--- config.mk ---
export PLATFORM = sky130hd
export DESIGN_NAME = axi_lite_reg_master
export DESIGN_NICKNAME = d
export VERILOG_FILES = /design/src/rtl/axi_lite_reg_master.sv
export SDC_FILE = /design/constraint.sdc
export NUM_CORES = 1
export LEC_CHECK = 0
export CAP_MARGIN = 20
export CELL_PAD_IN_SITES_DETAIL_PLACEMENT = 0
export CELL_PAD_IN_SITES_GLOBAL_PLACEMENT = 1
export CORE_ASPECT_RATIO = 0.7
export CORE_MARGIN = 1
export CORE_UTILIZATION = 30
export CTS_CLUSTER_SIZE = 10
export DETAILED_ROUTE_END_ITERATION = 16
export PLACE_DENSITY_LB_ADDON = 0.1
export SETUP_SLACK_MARGIN = 0.5
export SYNTH_ARGS = -nofsm -noshare
export SYNTH_HDL_FRONTEND = slang
export SYNTH_HIERARCHICAL = 1
export SYNTH_SLANG_ARGS = --single-unit
--- constraint.sdc ---
create_clock -name axi_aclk -period 4 [get_ports axi_aclk]
set_input_delay 0.6 -clock axi_aclk [delete_from_list [all_inputs] [get_ports axi_aclk]]
set_output_delay 0.6 -clock axi_aclk [all_outputs]
set_load 0.05 [all_outputs]
--- src/rtl/axi_lite_reg_master.sv ---
// Command queue feeding a one-outstanding AXI4-Lite master; completions return in push order.
// Latency: cmd accepted cycle N -> bus valid N+2; backpressure via cmd_ready (queue full) and rsp_ready.

// Synchronous FIFO with an extra wrap bit on each pointer so full and empty are distinguishable.
// Latency: push visible on pop side the next cycle; push_rdy low when full, pop_vld low when empty.
// Backpressure: a push while full is refused, so a simultaneous push and pop on a full FIFO cannot occur.
module axi_lite_reg_master_fifo #(
   parameter int WIDTH = 8,
   parameter int DEPTH = 4
) (
   input  logic             axi_aclk,
   input  logic             axi_reset,
   input  logic             push_vld,
   output logic             push_rdy,
   input  logic [WIDTH-1:0] push_dat,
   output logic             pop_vld,
   input  logic             pop_rdy,
   output logic [WIDTH-1:0] pop_dat
);
   localparam int AW = $clog2(DEPTH);

   logic [WIDTH-1:0] mem [DEPTH];
   logic [AW:0]      wr_ptr;
   logic [AW:0]      rd_ptr;
   logic             full;
   logic             empty;

   assign empty    = (wr_ptr == rd_ptr);
   assign full     = (wr_ptr[AW] != rd_ptr[AW]) && (wr_ptr[AW-1:0] == rd_ptr[AW-1:0]);
   assign push_rdy = !full;
   assign pop_vld  = !empty;
   assign pop_dat  = mem[rd_ptr[AW-1:0]];

   always_ff @(posedge axi_aclk or posedge axi_reset) begin
      if (axi_reset) begin
         wr_ptr <= '0;
         rd_ptr <= '0;
      end else begin
         if (push_vld && push_rdy) wr_ptr <= wr_ptr + 1'b1;
         if (pop_rdy && pop_vld)   rd_ptr <= rd_ptr + 1'b1;
      end
   end

   always_ff @(posedge axi_aclk) begin
      if (push_vld && push_rdy) mem[wr_ptr[AW-1:0]] <= push_dat;
   end
endmodule

// Register read/write master: pops one command, runs it on AXI4-Lite, holds the completion until taken.
// Latency: bus valid two cycles after an accepted command into an idle master; all bus outputs registered.
// Backpressure: cmd_ready drops when the queue is full; a completion stalls the master until rsp_ready.
module axi_lite_reg_master #(
   parameter int          ADDR_WIDTH     = 10,
   parameter int          DATA_WIDTH     = 32,
   parameter int          CMD_DEPTH      = 4,
   parameter int unsigned TIMEOUT_CYCLES = 256
) (
   input  logic                    axi_aclk,
   input  logic                    axi_reset,
   input  logic                    cmd_valid,
   output logic                    cmd_ready,
   input  logic                    cmd_write,
   input  logic [ADDR_WIDTH-1:0]   cmd_addr,
   input  logic [DATA_WIDTH-1:0]   cmd_wdata,
   input  logic [DATA_WIDTH/8-1:0] cmd_wstrb,
   output logic                    rsp_valid,
   input  logic                    rsp_ready,
   output logic                    rsp_write,
   output logic [DATA_WIDTH-1:0]   rsp_rdata,
   output logic [1:0]              rsp_resp,
   output logic                    busy,
   output logic                    timeout_err,
   input  logic                    timeout_clr,
   output logic                    m_axi_lite_awvalid,
   output logic [ADDR_WIDTH-1:0]   m_axi_lite_awaddr,
   input  logic                    m_axi_lite_awready,
   output logic                    m_axi_lite_wvalid,
   output logic [DATA_WIDTH-1:0]   m_axi_lite_wdata,
   output logic [DATA_WIDTH/8-1:0] m_axi_lite_wstrb,
   input  logic                    m_axi_lite_wready,
   input  logic                    m_axi_lite_bvalid,
   input  logic [1:0]              m_axi_lite_bresp,
   output logic                    m_axi_lite_bready,
   output logic                    m_axi_lite_arvalid,
   output logic [ADDR_WIDTH-1:0]   m_axi_lite_araddr,
   input  logic                    m_axi_lite_arready,
   input  logic                    m_axi_lite_rvalid,
   input  logic [DATA_WIDTH-1:0]   m_axi_lite_rdata,
   input  logic [1:0]              m_axi_lite_rresp,
   output logic                    m_axi_lite_rready
);
   localparam int          STRB_W  = DATA_WIDTH / 8;
   localparam int          TO_W    = (TIMEOUT_CYCLES > 1) ? $clog2(TIMEOUT_CYCLES + 1) : 1;
   localparam int unsigned TO_LAST = (TIMEOUT_CYCLES > 0) ? TIMEOUT_CYCLES - 1 : 0;

   typedef struct packed {
      logic                  write;
      logic [ADDR_WIDTH-1:0] addr;
      logic [DATA_WIDTH-1:0] wdata;
      logic [STRB_W-1:0]     wstrb;
   } cmd_t;

   typedef enum logic [2:0] {IDLE, WR_REQ, WR_RESP, RD_ADDR, RD_DATA, RSP} state_t;

   state_t                state_q, state_d;
   cmd_t                  push_cmd, head;
   logic                  fifo_rdy, head_vld, fifo_pop, launch;
   logic                  awvalid_q, awvalid_d, wvalid_q, wvalid_d, arvalid_q, arvalid_d;
   logic                  bready_q, bready_d, rready_q, rready_d;
   logic [ADDR_WIDTH-1:0] addr_q, addr_d;
   logic [DATA_WIDTH-1:0] wdata_q, wdata_d;
   logic [STRB_W-1:0]     wstrb_q, wstrb_d;
   logic                  rsp_valid_q, rsp_valid_d, rsp_write_q, rsp_write_d;
   logic [DATA_WIDTH-1:0] rsp_rdata_q, rsp_rdata_d;
   logic [1:0]            rsp_resp_q, rsp_resp_d;
   logic [TO_W-1:0]       wd_cnt;
   logic                  waiting, wd_set, timeout_err_q;

   assign push_cmd = '{write: cmd_write, addr: cmd_addr, wdata: cmd_wdata, wstrb: cmd_wstrb};

   axi_lite_reg_master_fifo #(.WIDTH($bits(cmd_t)), .DEPTH(CMD_DEPTH)) u_cmd_fifo (
      .axi_aclk  (axi_aclk),
      .axi_reset (axi_reset),
      .push_vld  (cmd_valid),
      .push_rdy  (fifo_rdy),
      .push_dat  (push_cmd),
      .pop_vld   (head_vld),
      .pop_rdy   (fifo_pop),
      .pop_dat   (head)
   );

   always_ff @(posedge axi_aclk or posedge axi_reset) begin
      if (axi_reset) begin
         state_q     <= IDLE;
         awvalid_q   <= 1'b0;
         wvalid_q    <= 1'b0;
         arvalid_q   <= 1'b0;
         bready_q    <= 1'b0;
         rready_q    <= 1'b0;
         addr_q      <= '0;
         wdata_q     <= '0;
         wstrb_q     <= '0;
         rsp_valid_q <= 1'b0;
         rsp_write_q <= 1'b0;
         rsp_rdata_q <= '0;
         rsp_resp_q  <= 2'b00;
      end else begin
         state_q     <= state_d;
         awvalid_q   <= awvalid_d;
         wvalid_q    <= wvalid_d;
         arvalid_q   <= arvalid_d;
         bready_q    <= bready_d;
         rready_q    <= rready_d;
         addr_q      <= addr_d;
         wdata_q     <= wdata_d;
         wstrb_q     <= wstrb_d;
         rsp_valid_q <= rsp_valid_d;
         rsp_write_q <= rsp_write_d;
         rsp_rdata_q <= rsp_rdata_d;
         rsp_resp_q  <= rsp_resp_d;
      end
   end

   always_comb begin
      state_d     = state_q;
      awvalid_d   = awvalid_q;
      wvalid_d    = wvalid_q;
      arvalid_d   = arvalid_q;
      bready_d    = bready_q;
      rready_d    = rready_q;
      addr_d      = addr_q;
      wdata_d     = wdata_q;
      wstrb_d     = wstrb_q;
      rsp_valid_d = rsp_valid_q;
      rsp_write_d = rsp_write_q;
      rsp_rdata_d = rsp_rdata_q;
      rsp_resp_d  = rsp_resp_q;
      fifo_pop    = 1'b0;
      launch      = 1'b0;
      case (state_q)
         IDLE: launch = 1'b1;
         WR_REQ: begin
            // AW and W retire independently; leave only once both have handshaken
            if (awvalid_q && m_axi_lite_awready) awvalid_d = 1'b0;
            if (wvalid_q && m_axi_lite_wready)   wvalid_d  = 1'b0;
            if (!awvalid_d && !wvalid_d) begin
               state_d  = WR_RESP;
               bready_d = 1'b1;
            end
         end
         WR_RESP: begin
            if (m_axi_lite_bvalid) begin
               bready_d    = 1'b0;
               rsp_valid_d = 1'b1;
               rsp_write_d = 1'b1;
               rsp_rdata_d = '0;
               rsp_resp_d  = m_axi_lite_bresp;
               state_d     = RSP;
            end
         end
         RD_ADDR: begin
            if (m_axi_lite_arready) begin
               arvalid_d = 1'b0;
               rready_d  = 1'b1;
               state_d   = RD_DATA;
            end
         end
         RD_DATA: begin
            if (m_axi_lite_rvalid) begin
               rready_d    = 1'b0;
               rsp_valid_d = 1'b1;
               rsp_write_d = 1'b0;
               rsp_rdata_d = m_axi_lite_rdata;
               rsp_resp_d  = m_axi_lite_rresp;
               state_d     = RSP;
            end
         end
         RSP: begin
            if (rsp_ready) begin
               rsp_valid_d = 1'b0;
               state_d     = IDLE;
               launch      = 1'b1;
            end
         end
         default: state_d = IDLE;
      endcase
      // Shared by IDLE and the completion handshake so commands can issue back-to-back
      if (launch && head_vld) begin
         fifo_pop = 1'b1;
         addr_d   = head.addr;
         if (head.write) begin
            wdata_d   = head.wdata;
            wstrb_d   = head.wstrb;
            awvalid_d = 1'b1;
            wvalid_d  = 1'b1;
            state_d   = WR_REQ;
         end else begin
            arvalid_d = 1'b1;
            state_d   = RD_ADDR;
         end
      end
   end

   assign waiting = (state_q == WR_RESP) || (state_q == RD_DATA);
   assign wd_set  = (TIMEOUT_CYCLES != 0) && waiting && (wd_cnt == TO_W'(TO_LAST));

   // Counter sits at zero outside the wait states, so it restarts on every entry
   always_ff @(posedge axi_aclk or posedge axi_reset) begin
      if (axi_reset) begin
         wd_cnt        <= '0;
         timeout_err_q <= 1'b0;
      end else begin
         if (!waiting)                                wd_cnt <= '0;
         else if (wd_cnt != TO_W'(TIMEOUT_CYCLES))    wd_cnt <= wd_cnt + 1'b1;
         if (wd_set)           timeout_err_q <= 1'b1;
         else if (timeout_clr) timeout_err_q <= 1'b0;
      end
   end

   assign cmd_ready          = fifo_rdy && !axi_reset;
   assign busy               = head_vld || (state_q != IDLE);
   assign timeout_err        = timeout_err_q;
   assign rsp_valid          = rsp_valid_q;
   assign rsp_write          = rsp_write_q;
   assign rsp_rdata          = rsp_rdata_q;
   assign rsp_resp           = rsp_resp_q;
   assign m_axi_lite_awvalid = awvalid_q;
   assign m_axi_lite_awaddr  = addr_q;
   assign m_axi_lite_wvalid  = wvalid_q;
   assign m_axi_lite_wdata   = wdata_q;
   assign m_axi_lite_wstrb   = wstrb_q;
   assign m_axi_lite_bready  = bready_q;
   assign m_axi_lite_arvalid = arvalid_q;
   assign m_axi_lite_araddr  = addr_q;
   assign m_axi_lite_rready  = rready_q;
endmodule

==> out/results.txt, run 1 <==
The run finished with clean final reports. The count of flip-flops with a built-in enable after synthesis came out at 188. The tools report the launch instance of the worst register-to-register path as u_cmd_fifo/rd_ptr[0]. STA classifies the critical path startpoint as a flop. The path type of the worst setup path is reg -> out. Entering global routing, the biggest net connects 69 pins. The period utilization was 0.7938. Count of placed standard cells in the final layout, fillers left out: 1396. The most area-hungry cell type in the Yosys netlist was sky130_fd_sc_hd__edfxtp_1.

Top cell type's share of synthesized area: 0.4851. The tightest min-delay check is of the in -> async type. Final critical path time including I/O delays and setup: 3175 ps.

Tracing the worst setup path back leads to its startpoint at u_cmd_fifo/wr_ptr[1]. The CTS root buffer is sky130_fd_sc_hd__clkbuf_16. Share of post-route cells with drive strength above 1: 0.1740. For the worst setup path, the data arrival time is 2580 ps. The count of pins over their slew limit is 0. TritonCTS built the clock tree.

In this run, placement finished with an instance count of 1332. The run gives 193 as the number of ports placed on the die boundary. For the total routing usage reported by global routing, the log shows 0.1393. Dividing total power by cell area gives a power density of 854.8 mW/mm^2. The portion of the post-synthesis area used by sequential elements was 0.7130. Counting flops and latches in the post-synthesis netlist gives 294. Number of cell rows: 59. The tools report the area of the core as 0.03765 mm^2. Setup repair after global routing left no endpoint under its margin. Yosys attributes the largest share of cell area to sky130_fd_sc_hd__edfxtp_1 (49%), sky130_fd_sc_hd__dfrtp_1 (23%), sky130_fd_sc_hd__mux4_2 (8.1%). The leakage power of the design is 5.445 nW. The combined area of all synthesized cells was 0.01164 mm^2. In the routed layout, each cell is associated on average with a via count of 4.567. When the netlist entered floorplanning its net count stood at 781. For the count of endpoints failing setup in the final report, the log shows 0.

Final design utilization: 0.4009. The floorplan step set the die height to 166.8 um. The final critical-path setup slack came out at 824.9 ps.

The post-detailed-route count of antenna-violating nets came out at 0. Counting the fill cells in the layout gives 3461. The top cell types in the final layout, fill and taps aside, are sky130_fd_sc_hd__clkdlybuf4s50_1 (192), sky130_fd_sc_hd__edfxtp_1 (188), sky130_fd_sc_hd__dfrtp_1 (104).

Worst-case vdd ir drop: 355.9 uV. Measured in cells, the most critical reg-to-reg path has a length of 5. The most common library cell in the layout ignoring fill and taps is sky130_fd_sc_hd__clkdlybuf4s50_1. The count of input and output buffers is 192. For this run, the detailed router's first-pass iteration total came to 4. Summing all flip-flop and latch instances after layout gives 0.008303 mm^2. The die covers 0.03960 mm^2. The primary flip-flop cell chosen by synthesis mapping was sky130_fd_sc_hd__edfxtp_1. The routed wirelength normalized by instance count is 19.51 um. In this run the critical register-to-register path is captured at m_axi_lite_wdata[18]. In this run the register-to-register setup slack is 1120 ps.

Static timing analysis puts the maximum clock frequency at 314.9 MHz. The critical path ends at busy. TritonCTS created 36 clock buffers. The logs give 0 for the number of antenna diodes and 0.01290 W for the total power draw. In the routed design, unresolved DRC markers number 0.

The async set-or-reset flop fraction in the synthesized netlist works out to 0.3605. The global-route wire length before repair was 41880 um; the source-to-sink clock delay at the later pin of the worst-skew pair was 510 ps. Across the run, the number of max-cap violations was 0. The average size of a mapped cell works out to 17.11 um^2. Clock-pin slew reported for the worst setup and hold paths after clock tree synthesis: 60 ps.

Data on the critical path is required at its endpoint by 3400 ps. For the final routed database, the setup TNS stands at 0 ps. From synthesis to final layout, the design area changed by 29.71%. The final layout contains 984 nets.

STA classifies the critical path endpoint as an output port. The clock sink total is 294. The netlist uses 45 different library cells. The starting density of the core was 0.3091. The clock tree synthesis step divided the H-tree into 2 levels. Measured along the x axis, the die boundary spans 237.4 um. The number of antenna violations at the first check in global routing is 1.

The via count of the first global-routing pass is 6938, and the final estimated routing congestion in global placement is 0.7210. Max-slew headroom at the worst pin: 0.3217. Detailed placement finished with a half-perimeter wire length of 17910 um. The tools report the maximum clock insertion buffer count as 3. Pre-CTS worst setup slack: 986.2 ps. Summing all multi-input logic gate instances after layout gives 0.003005 mm^2.

The count of routing violations after the opening detailed-route iteration is 289, and the aggregate routed wire length is 27240 um. The number of vias in the routed layout was 6376. The number of hold-slack violations in the final timing report is 0, and the maximum fanout encountered on the critical timing path is 7. The pin slew with the least headroom to its limit was 1017 ps; the Yosys warning count was 6.

Across the routed clock network, the largest skew measured is 20.88 ps. The cell count after synthesis came out at 680. Global routing finished with a remaining overflow of 0.
==> power breakdown <==
group	internal, W	switching, W	leakage, nW
combinational	0.00211	0.00329	1.90
clock	0.00168	0.00118	0.491
sequential	0.00416	0.000482	3.05
==> layer usage <==
metal	vias to the layer above	share of wire	track usage
met5	-	0	0
met4	0	0.016	0.03675
met3	38	0.044	0.03050
met2	130	0.47	0.2194
met1	3252	0.47	0.1948
li1	2956	-	-
==> stage by stage <==
| step | hold WS, ps | cell area, um^2 |
|---|---|---|
| after global routing | 497.4 | 15090 |
| after floorplan | 391.0 | 11640 |
| final | 459.5 | 15090 |
| after detailed placement | 470.9 | 14030 |
| after CTS | 455.1 | 15060 |
| after global placement | 465.7 | 14020 |
==> worst min-delay path by stage <==
stage                     slack (ps)                    to  cells after the start          start
after detailed placement         470         rsp_rdata[22]                      2  rsp_rdata[22]
after global routing             500  u_cmd_fifo/wr_ptr[2]                      2      axi_reset
after CTS                        460  u_cmd_fifo/wr_ptr[2]                      2      axi_reset
after global placement           470         rsp_rdata[13]                      2  rsp_rdata[13]
final                            460  u_cmd_fifo/wr_ptr[2]                      2      axi_reset
after floorplan                  390  u_cmd_fifo/rd_ptr[0]                      1      axi_reset
==> synth_stat cells (all sizes together) (2+ instances only) <==
master,number
nand3,8
a221o,2
xnor2,8
buf,33
a21oi,11
a211oi,2
and3,8
nand3b,3
o21ai,44
mux2,46
xor2,7
nor2b,3
nor3,4
inv,14
o31ai,4
nor2,13
edfxtp,188
nand2b,5
and2,2
mux2i,3
o22ai,2
nor4b,2
a31oi,4
dfrtp,106
clkbuf,10
a21o,3
o211a,2
nand2,85
ha,8
mux4,47
==> sequential cells by signal, indices dropped and copies added (netlist names), 2 cells and up <==
signal	count
m_axi_lite_araddr	10
m_axi_lite_wdata	32
m_axi_lite_wstrb	4
rsp_rdata	32
rsp_resp	2
state_q	3
u_cmd_fifo/mem	188
u_cmd_fifo/rd_ptr	3
u_cmd_fifo/wr_ptr	3
wd_cnt	9
==> cell type report <==
cell class | count | area share
Multi-Input combinational cell | 329 | 0.1991
Timing Repair Buffer | 208 | 0.1388
Tap cell | 488 | 0.04045
Clock buffer | 58 | 0.06515
Inverter | 14 | 0.003647
Sequential cell | 294 | 0.5501
Clock inverter | 5 | 0.002818
==> worst max-delay path: stages (launching register included) <==
cell,delay (ps)
sky130_fd_sc_hd__dfrtp_1,470
sky130_fd_sc_hd__xnor2_2,330
sky130_fd_sc_hd__nand3_1,310
sky130_fd_sc_hd__nor2_1,160
sky130_fd_sc_hd__nand2_1,80
sky130_fd_sc_hd__clkdlybuf4s50_1,710
==> cells by family after synthesis <==
kind of cell / synth area share
AOI/OAI and AO/OA: 0.03795
and+or+nand+nor: 0.05236
adders and majority gates: 0.008602
DFF: 0.7130
muxes: 0.1455
xor gates and xnor gates: 0.01193
buffers and inverters: 0.03064
==> what timing repair did <==
| action | 4_1_cts | 5_1_grt |
|---|---|---|
| hold buffers | 0 | 0 |
| resized for setup | 0 | 1 |
| setup endpoints to repair | 0 | 1 |
| buffers inserted | 0 | 0 |
No activity file was read; power rests on OpenSTA's default activity.
==> run 2: changes to the inputs <==
==> constraint.sdc (replaced) <==
create_clock -name axi_aclk -period 2.98 [get_ports axi_aclk]
set_input_delay 0.447 -clock axi_aclk [delete_from_list [all_inputs] [get_ports axi_aclk]]
set_output_delay 0.447 -clock axi_aclk [all_outputs]
set_load 0.05 [all_outputs]
==> run 2 against run 1 <==
Compared with the run above:
- worst setup slack got worse by 190 ps
- first-iteration DRC count decreased by 2.8%
- sequential share of layout area decreased by 0.66 points
- total power increased by 37%
- combinational power increased by 36%
- via count increased by 1.6%
- global-route usage about the same
- worst hold slack got worse by 180 ps
- sequential power increased by 35%
- count of clock-buffer cells in the layout increased by 2
- critical path type unchanged
==> out/results.txt, run 2 (same netlist as run 1, synthesis figures left out) <==
In this run the worst path has a maximum fanout of 6. Most common library cell in the layout ignoring fill and taps: sky130_fd_sc_hd__clkdlybuf4s50_1. The run gives 0.1397 as the total routing usage reported by global routing.

For this design the top-level I/O count stands at 193. In the routed design, unresolved DRC markers number 0. The pin slew with the least headroom to its limit works out to 830.4 ps.

The slowest stage of the critical path is the sky130_fd_sc_hd__dfrtp_1 cell. The power spent charging and discharging nets was 0.006723 W. The capture instance of the worst register-to-register path is m_axi_lite_wdata[17]. The core region is 0.03765 mm^2. The run gives 1900 ps as the arrival time at the worst endpoint. Combinational power share: 0.417. The switching part of the total power was 0.3803; the maximum operating frequency was 425.5 MHz. Summed over all nets, the half-perimeter wirelength after detailed placement is 16530 um. Dividing the detail-routed via count by the number of cells gives 4.620.

The logs give 6477 for the number of vias in the routed layout and 27370 um for the aggregate routed wire length. The count of pins over their slew limit was 0. From synthesis to final layout, the design area changed by 31.31%. The run gives 59 as the number of cell rows. The share of post-route cells with drive strength above 1 works out to 0.1895.

In this run the power density over the cells is 1157 mW/mm^2. The clock-pin slew reported for the worst setup and hold paths after clock tree synthesis came out at 60 ps. The logs give 0.7185 for the final estimated routing congestion in global placement and 0 for the total grt overflow. Among cell families on the critical path, the largest total delay comes from flip-flops.

In this run the register-to-register setup slack is 750 ps. The classification of the worst-slack hold path was in -> async. STA puts the critical path data required time at 2530 ps.

The number of cells traversed by the worst register-to-register path works out to 5. The largest net degree at the start of global routing is 69. The CTS root buffer is sky130_fd_sc_hd__clkbuf_16.

The max-slew headroom at the worst pin is 0.4464, and the buffer and inverter count on the worst path is 1. The tools report the depth of the CTS H-tree as 2. The logs give 629.9 ps for the final critical-path setup slack and 0.3091 for the starting density of the core. On the final layout, the worst hold slack is 282.2 ps. In this run, the number of DRC markers left after iteration 0 of detailed routing was 281.

Traced cell by cell, the critical path runs through xnor2_2 -> nand3_4 -> nor2_1 -> nand2_1 -> buf_4. The worst-case vdd ir drop is 499.5 uV. Overall power consumption after layout is estimated at 0.01768 W. The aggregate negative setup slack is 0 ps, and the number of flip-flops under the largest register name is 188. The final net count came out at 989. For the internal power contribution, the log shows 0.01095 W. TritonCTS built the clock tree. Path type of the worst setup path: reg -> out. The final clock skew came out at 17.04 ps.

The run gives 7055 as the via count of the first global-routing pass. Setup repair after global routing left no endpoint under its margin. The number of buffers added by the clock tree synthesis step came out at 36. Launch instance of the worst register-to-register path: state_q[0]. Kind of start point of the critical path: a flop. For the number of antenna violations at the first check in global routing, the log shows 1. The maximum clock insertion buffer count was 3; the post-detailed-route count of antenna-violating nets was 0. The stage delay of the slowest cell on the critical path was 490 ps; the number of hold-slack violations in the final timing report was 0.

The part of the power in the clock network is 0.229, and the pre-CTS worst setup slack is 570.0 ps. Leaving out fill and tap cells, the most frequent cells in the layout are sky130_fd_sc_hd__clkdlybuf4s50_1 (190), sky130_fd_sc_hd__edfxtp_1 (188), sky130_fd_sc_hd__dfrtp_1 (103). The die covers 0.03960 mm^2. At the later pin of the worst-skew pair, clock insertion delay measures 520 ps. Measured along the y axis, the die boundary spans 166.8 um. Die outline width: 237.4 um. The logs give 0 for the count of endpoints failing setup in the final report and 294 for the clock sink total.

The leakage power of the design is 5.527 nW. The number of hold buffers added after CTS came out at 0. In this run the tool buffered the top-level ports with 192 buffer cells. The first detailed-routing pass took 6 iterations.

After detailed routing, the average wire length per cell comes to 19.52 um. Part of the power in registers: 0.354. The run finished with clean final reports. The first global-routing pass estimated 41940 um of wire. The clock period could shrink to 2350 ps. The tools report the nature of the critical path endpoint as an output port. The period utilization was 0.7886. Max-cap violations in this run came to 0.
==> run 2: cell count changes in the layout (fill, tap and decap cells not counted), moves of 2 or more <==
cell,delta
sky130_fd_sc_hd__clkbuf_16,+2
sky130_fd_sc_hd__buf_4,+4
sky130_fd_sc_hd__clkbuf_8,+3
sky130_fd_sc_hd__buf_12,+4
sky130_fd_sc_hd__clkbuf_1,-3
sky130_fd_sc_hd__clkdlybuf4s50_1,-2
==> run 2: per-layer routing <==
layer / GRT usage / routed length [um] / vias up
li1: - / - / 2959
met1: 0.1839 / 12190 / 3344
met2: 0.2329 / 13500 / 134
met3: 0.03149 / 1194 / 40
met4: 0.03562 / 484 / 0
met5: 0 / 0 / -
==> run 2: layout make-up <==
cell class,instances,area (um^2)
sequential,294,8304
clock inverter,3,30.03
multi-input combinational,329,3044
clock buffer,60,1064
tap,488,610.6
antenna,1,2.502
inverter,14,56.30
timing repair buffer,213,2170
fill,3429,22370
==> run 2: worst max-delay path by stage <==
stage,start,depth (start not counted),slack (ps),end
after global placement,u_cmd_fifo/rd_ptr[0],3,580,m_axi_lite_wdata[18]
after CTS,u_cmd_fifo/rd_ptr[2],5,460,busy
after detailed placement,u_cmd_fifo/rd_ptr[0],3,570,m_axi_lite_araddr[4]
after global routing,u_cmd_fifo/rd_ptr[2],5,520,busy
final,u_cmd_fifo/rd_ptr[2],5,630,busy
after floorplan,u_cmd_fifo/rd_ptr[0],4,550,u_cmd_fifo/mem[1][0]
==> run 2: repair_timing <==
item	in CTS	in global routing
setup endpoints to repair	2	2
gates resized for setup	2	5
hold endpoints to repair	0	0
setup buffers	0	1
pin swaps	0	1
==> run 2: through the flow <==
step,instance area (um^2),util,instances
global route,15280,0.4058,1401
finish,15280,0.4059,1402
detailed placement,14100,0.3746,1336
floorplan,11650,-,680
CTS,15210,0.4040,1399
global placement,14100,0.3746,1336
==> run 2: power by group through the flow <==
stage / registers (W) / logic [W] / clock network (W)
CTS: 0.00627 / 0.00742 / 0.00420
finish: 0.00626 / 0.00736 / 0.00405
global route: 0.00641 / 0.00783 / 0.00437
global placement: 0.00627 / 0.00731 / 0
detailed placement: 0.00633 / 0.00738 / 0
floorplan: 0.00796 / 0.00343 / 0
==> patch 1 (config.mk and constraints of run 2) <==
The parameter `CMD_DEPTH` goes from 4 to 8.
--- a/src/rtl/axi_lite_reg_master.sv
+++ b/src/rtl/axi_lite_reg_master.sv
@@ -54,3 +54,3 @@
    parameter int          DATA_WIDTH     = 32,
-   parameter int          CMD_DEPTH      = 4,
+   parameter int          CMD_DEPTH      = 8,
    parameter int unsigned TIMEOUT_CYCLES = 256
Check against the original RTL: not equivalent (Yosys sat finds a counterexample within 10 cycles, from zero or initial values and one cycle with axi_reset high).
==> patch 1 against run 2 <==
Sequential cell count rose by 190. Power rose by 49%. Register-to-register slack got worse by 220 ps. Synthesized area rose by 64%. Sequential power rose by 51%. Critical path depth did not move. Synthesized cell count rose by 46%. Core utilization fell by 1.9 points. Cell area rose by 57%. Worst setup slack got worse by 110 ps. Fmax fell by 4.3%. Worst hold slack improved by 64 ps. Routed wire length rose by 67%. Global-route usage rose by 0.22 points.
==> patch 1: results (changes against run 2) <==
\begin{tabular}{lr}
\hline
Metric & Value \\
\hline
\multicolumn{2}{l}{\textbf{Global route}} \\
\quad Met1 usage in global routing & 20.62\% (was 18.39\%) \\
\quad Number of global-route vias before repair & 10160 (was 7055) \\
\multicolumn{2}{l}{\textbf{CTS}} \\
\quad Post-CTS setup buffers & 9 (was 0) \\
\quad Total CTS buffers & 55 (was 36) \\
\multicolumn{2}{l}{\textbf{Critical path}} \\
\quad Reg2Reg Setup Slack & 530 ps (was 750 ps) \\
\quad Endpoint of the most critical register-to-register path & u\_cmd\_fifo/mem[2][4] (was m\_axi\_lite\_wdata[17]) \\
\quad CP Max Fanout & 3 (was 6) \\
\quad Cell with the largest stage delay on the worst path & dfrtp\_4 (was dfrtp\_1) \\
\quad Maximum cell stage delay along the critical path & 510 ps (was 490 ps) \\
\multicolumn{2}{l}{\textbf{Synthesis}} \\
\quad Count of flip-flops with a built-in enable after synthesis & 376 (was 188) \\
\quad Proportion of synthesized chip area in sequential cells & 73.48\% (was 71.30\%) \\
\quad Fraction of registers with async set/reset & 22.31\% (was 36.05\%) \\
\quad Synthesized netlist net count & 1089 (was 781) \\
\multicolumn{2}{l}{\textbf{Layout}} \\
\quad Proportion of layout cells with a drive suffix above 1 & 26.06\% (was 18.95\%) \\
\quad Largest register FFs & 376 (was 188) \\
\quad Net count of the finished layout & 1324 (was 989) \\
\multicolumn{2}{l}{\textbf{Placed design}} \\
\quad Cells after DPL & 1971 (was 1336) \\
\quad Post-place setup slack & 362.6 ps (was 570.0 ps) \\
\quad Routability congestion estimate & 0.7182 (was 0.7185) \\
\quad Post-detailed-placement half-perimeter wirelength & 25900 um (was 16530 um) \\
\multicolumn{2}{l}{\textbf{STA}} \\
\quad Final setup skew & 15.34 ps (was 17.04 ps) \\
\multicolumn{2}{l}{\textbf{Pwr}} \\
\quad Portion of total power attributed to sequential cells & 36.0\% (was 35.4\%) \\
\multicolumn{2}{l}{\textbf{Routing}} \\
\quad Met2 Routed Length & 20830 um (was 13500 um) \\
\quad Max Used Layer & met5 (was met4) \\
\quad Total via count in the routed design & 9574 (was 6477) \\
\multicolumn{2}{l}{\textbf{Outcome}} \\
\quad Outcome & complete, no violations (unchanged) \\
\hline
\end{tabular}
patch 1: stage by stage:
step	total power (uW)	instance area, um2	util (%)
2_1_floorplan	16760	19170	-
3_3_place_gp	19920	22150	35.67
3_5_place_dp	19910	22150	35.67
4_1_cts	26500	23890	38.48
5_1_grt	27650	24040	38.71
6_report	26250	24040	38.71
patch 1: cells by family (layout without fill, tap and decap cells):
family,after synthesis,count (layout),share of synthesized area [%]
DFF,484,484,73.48
muxes,192,192,17.25
and+or+nand+nor,146,146,3.429
buffers and inverters,75,354,2.293
AOI/OAI and AO/OA,71,71,2.359
xor gates and xnor gates,18,18,0.8673
adders and majority gates,5,5,0.3285
other,0,1,0
patch 1: cell type report:
cell class                      instances  area (um2)
Tap cell                              819        1025
Sequential cell                       484       14010
Fill cell                            5653       38060
Timing Repair Buffer                  240        2512
Clock inverter                          3       30.03
Clock buffer                           98        1590
Multi-Input combinational cell        432        4816
Antenna cell                            1       2.502
Inverter                               13       52.55
==> patch 2 (flow settings as in run 2) <==
Without the edit above. Take the reset off `addr_q`, `wdata_q` and `rsp_rdata_q` and load them in a clocked block of their own.
--- a/src/rtl/axi_lite_reg_master.sv
+++ b/src/rtl/axi_lite_reg_master.sv
@@ -139,4 +139,2 @@
          rready_q    <= 1'b0;
-         addr_q      <= '0;
-         wdata_q     <= '0;
          wstrb_q     <= '0;
@@ -144,3 +142,2 @@
          rsp_write_q <= 1'b0;
-         rsp_rdata_q <= '0;
          rsp_resp_q  <= 2'b00;
@@ -153,4 +150,2 @@
          rready_q    <= rready_d;
-         addr_q      <= addr_d;
-         wdata_q     <= wdata_d;
          wstrb_q     <= wstrb_d;
@@ -158,5 +153,10 @@
          rsp_write_q <= rsp_write_d;
-         rsp_rdata_q <= rsp_rdata_d;
          rsp_resp_q  <= rsp_resp_d;
       end
+   end
+
+   always_ff @(posedge axi_aclk) begin
+      addr_q      <= addr_d;
+      wdata_q     <= wdata_d;
+      rsp_rdata_q <= rsp_rdata_d;
    end
Formal check against the unedited RTL: differs if axi_reset is asserted again (counterexample within 4 cycles, from zero or initial values and one cycle with axi_reset high); with axi_reset held inactive, the same outputs for 4 cycles.
==> patch 2 against run 2 <==
Non-clock buffer count shrank 7. Sequential cell count is the same. Via count shrank 11%. Worst setup slack gained 15 ps. Synthesized area shrank 4.0%. Fmax grew 0.66%. Cell area shrank 3.8%. Power shrank 10%. Clock skew shrank 5.7 ps. Routed wire length shrank 9.8%. Combinational power shrank 22%. Count of clock-buffer cells in the layout shrank 8. Largest power group is now sequential cells.
==> patch 2: results (changes against run 2) <==
\begin{tabular}{lr}
\hline
Metric & Value \\
\hline
\multicolumn{2}{l}{\textbf{Outcome}} \\
\quad Outcome & complete, no violations (unchanged) \\
\multicolumn{2}{l}{\textbf{Pwr}} \\
\quad Largest vdd supply drop & 0.4226 mV (was 0.4995 mV) \\
\quad Leakage dissipation & 0.005053 uW (was 0.005527 uW) \\
\quad Net switching power figure & 5623 uW (was 6723 uW) \\
\quad Comb pwr share & 36.2\% (was 41.7\%) \\
\quad Internal power of the cells & 10200 uW (was 10950 uW) \\
\multicolumn{2}{l}{\textbf{STA}} \\
\quad Transition time at the pin with the least slew margin & 978.1 ps (was 830.4 ps) \\
\quad Setup WS post-layout & 645.3 ps (was 629.9 ps) \\
\quad Final setup skew & 11.37 ps (was 17.04 ps) \\
\quad Hold Slack & 321.9 ps (was 282.2 ps) \\
\multicolumn{2}{l}{\textbf{Layout}} \\
\quad Proportion of layout cells with a drive suffix above 1 & 15.20\% (was 18.95\%) \\
\multicolumn{2}{l}{\textbf{CTS}} \\
\quad Insertion delay to the later sink of the worst-skew pair & 500 ps (was 520 ps) \\
\quad Cts repair resizes & 1 (was 2) \\
\multicolumn{2}{l}{\textbf{Synthesis}} \\
\quad Top cells by instance count after synthesis & 262 x edfxtp\_1, 42 x mux4\_2, 39 x and3\_1, 32 x dfrtp\_1 (was 188 x edfxtp\_1, 106 x dfrtp\_1, 85 x nand2\_1, 42 x mux4\_2, 35 x o21ai\_0) \\
\quad Fraction of registers with async set/reset & 10.88\% (was 36.05\%) \\
\quad Number of different library cells in the post-synthesis netlist & 48 (was 45) \\
\quad Post-synthesis area per instance & 20.13 um2 (was 17.11 um2) \\
\quad Count of flip-flops with a built-in enable after synthesis & 262 (was 188) \\
\multicolumn{2}{l}{\textbf{Placed design}} \\
\quad Placed standard-cell area & 0.01365 mm2 (was 0.01410 mm2) \\
\quad Routability congestion estimate & 0.7556 (was 0.7185) \\
\multicolumn{2}{l}{\textbf{Routing}} \\
\quad Aggregate routed wire length & 24690 um (was 27370 um) \\
\quad Routed vias/inst & 4.546 (was 4.620) \\
\quad TritonRoute pass-1 iters & 4 (was 6) \\
\quad DRT iter0 DRCs & 377 (was 281) \\
\quad Met3 wire length & 1147 um (was 1194 um) \\
\multicolumn{2}{l}{\textbf{Global route}} \\
\quad Largest net degree at the start of global routing & 52 (was 69) \\
\quad Antenna violations before repair & 0 (was 1) \\
\quad Global-route usage over all layers & 13.24\% (was 13.97\%) \\
\multicolumn{2}{l}{\textbf{Critical path}} \\
\quad Number of cells traversed by the worst register-to-register path & 7 (was 5) \\
\quad Reg2Reg Setup Slack & 780 ps (was 750 ps) \\
\quad Maximum cell stage delay along the critical path & 510 ps (was 490 ps) \\
\quad Launching element of the worst setup path & u\_cmd\_fifo/wr\_ptr[0] (was u\_cmd\_fifo/rd\_ptr[2]) \\
\hline
\end{tabular}
==> patch 2: changes by cell type in the layout (fill, tap and decap cells not counted), sizes merged, moves of 31 or more <==
cell,delta
nand2,-77
dfrtp,-74
mux2,-41
and3,+31
edfxtp,+74
o21ai,-33
==> patch 2: final cells by class <==
type | count | area, um2
clock buffer | 52 | 992.2
clock inverter | 2 | 12.51
fill | 3305 | 21590
inverter | 16 | 60.06
multi-input combinational | 213 | 2255
sequential | 294 | 8673
tap | 480 | 600.6
timing repair buffer | 206 | 2105
==> patch 2: kinds of logic (layout without fill, tap and decap cells) <==
family                     Yosys count  in the layout  synth area share, %
DFF                                294            294                77.60
and+or+nand+nor                     90             90                4.671
muxes                               55             55                10.55
buffers and inverters               48            276                2.487
AOI/OAI and AO/OA                   45             45                2.554
xor gates and xnor gates            15             15                1.243
adders and majority gates            8              8               0.8961
==> patch 2: per-layer routing <==
layer,vias to the layer above,global-route usage (%)
met5,-,0
met4,0,4.545
met3,38,2.863
met2,127,20.33
met1,2953,18.57
li1,2623,-
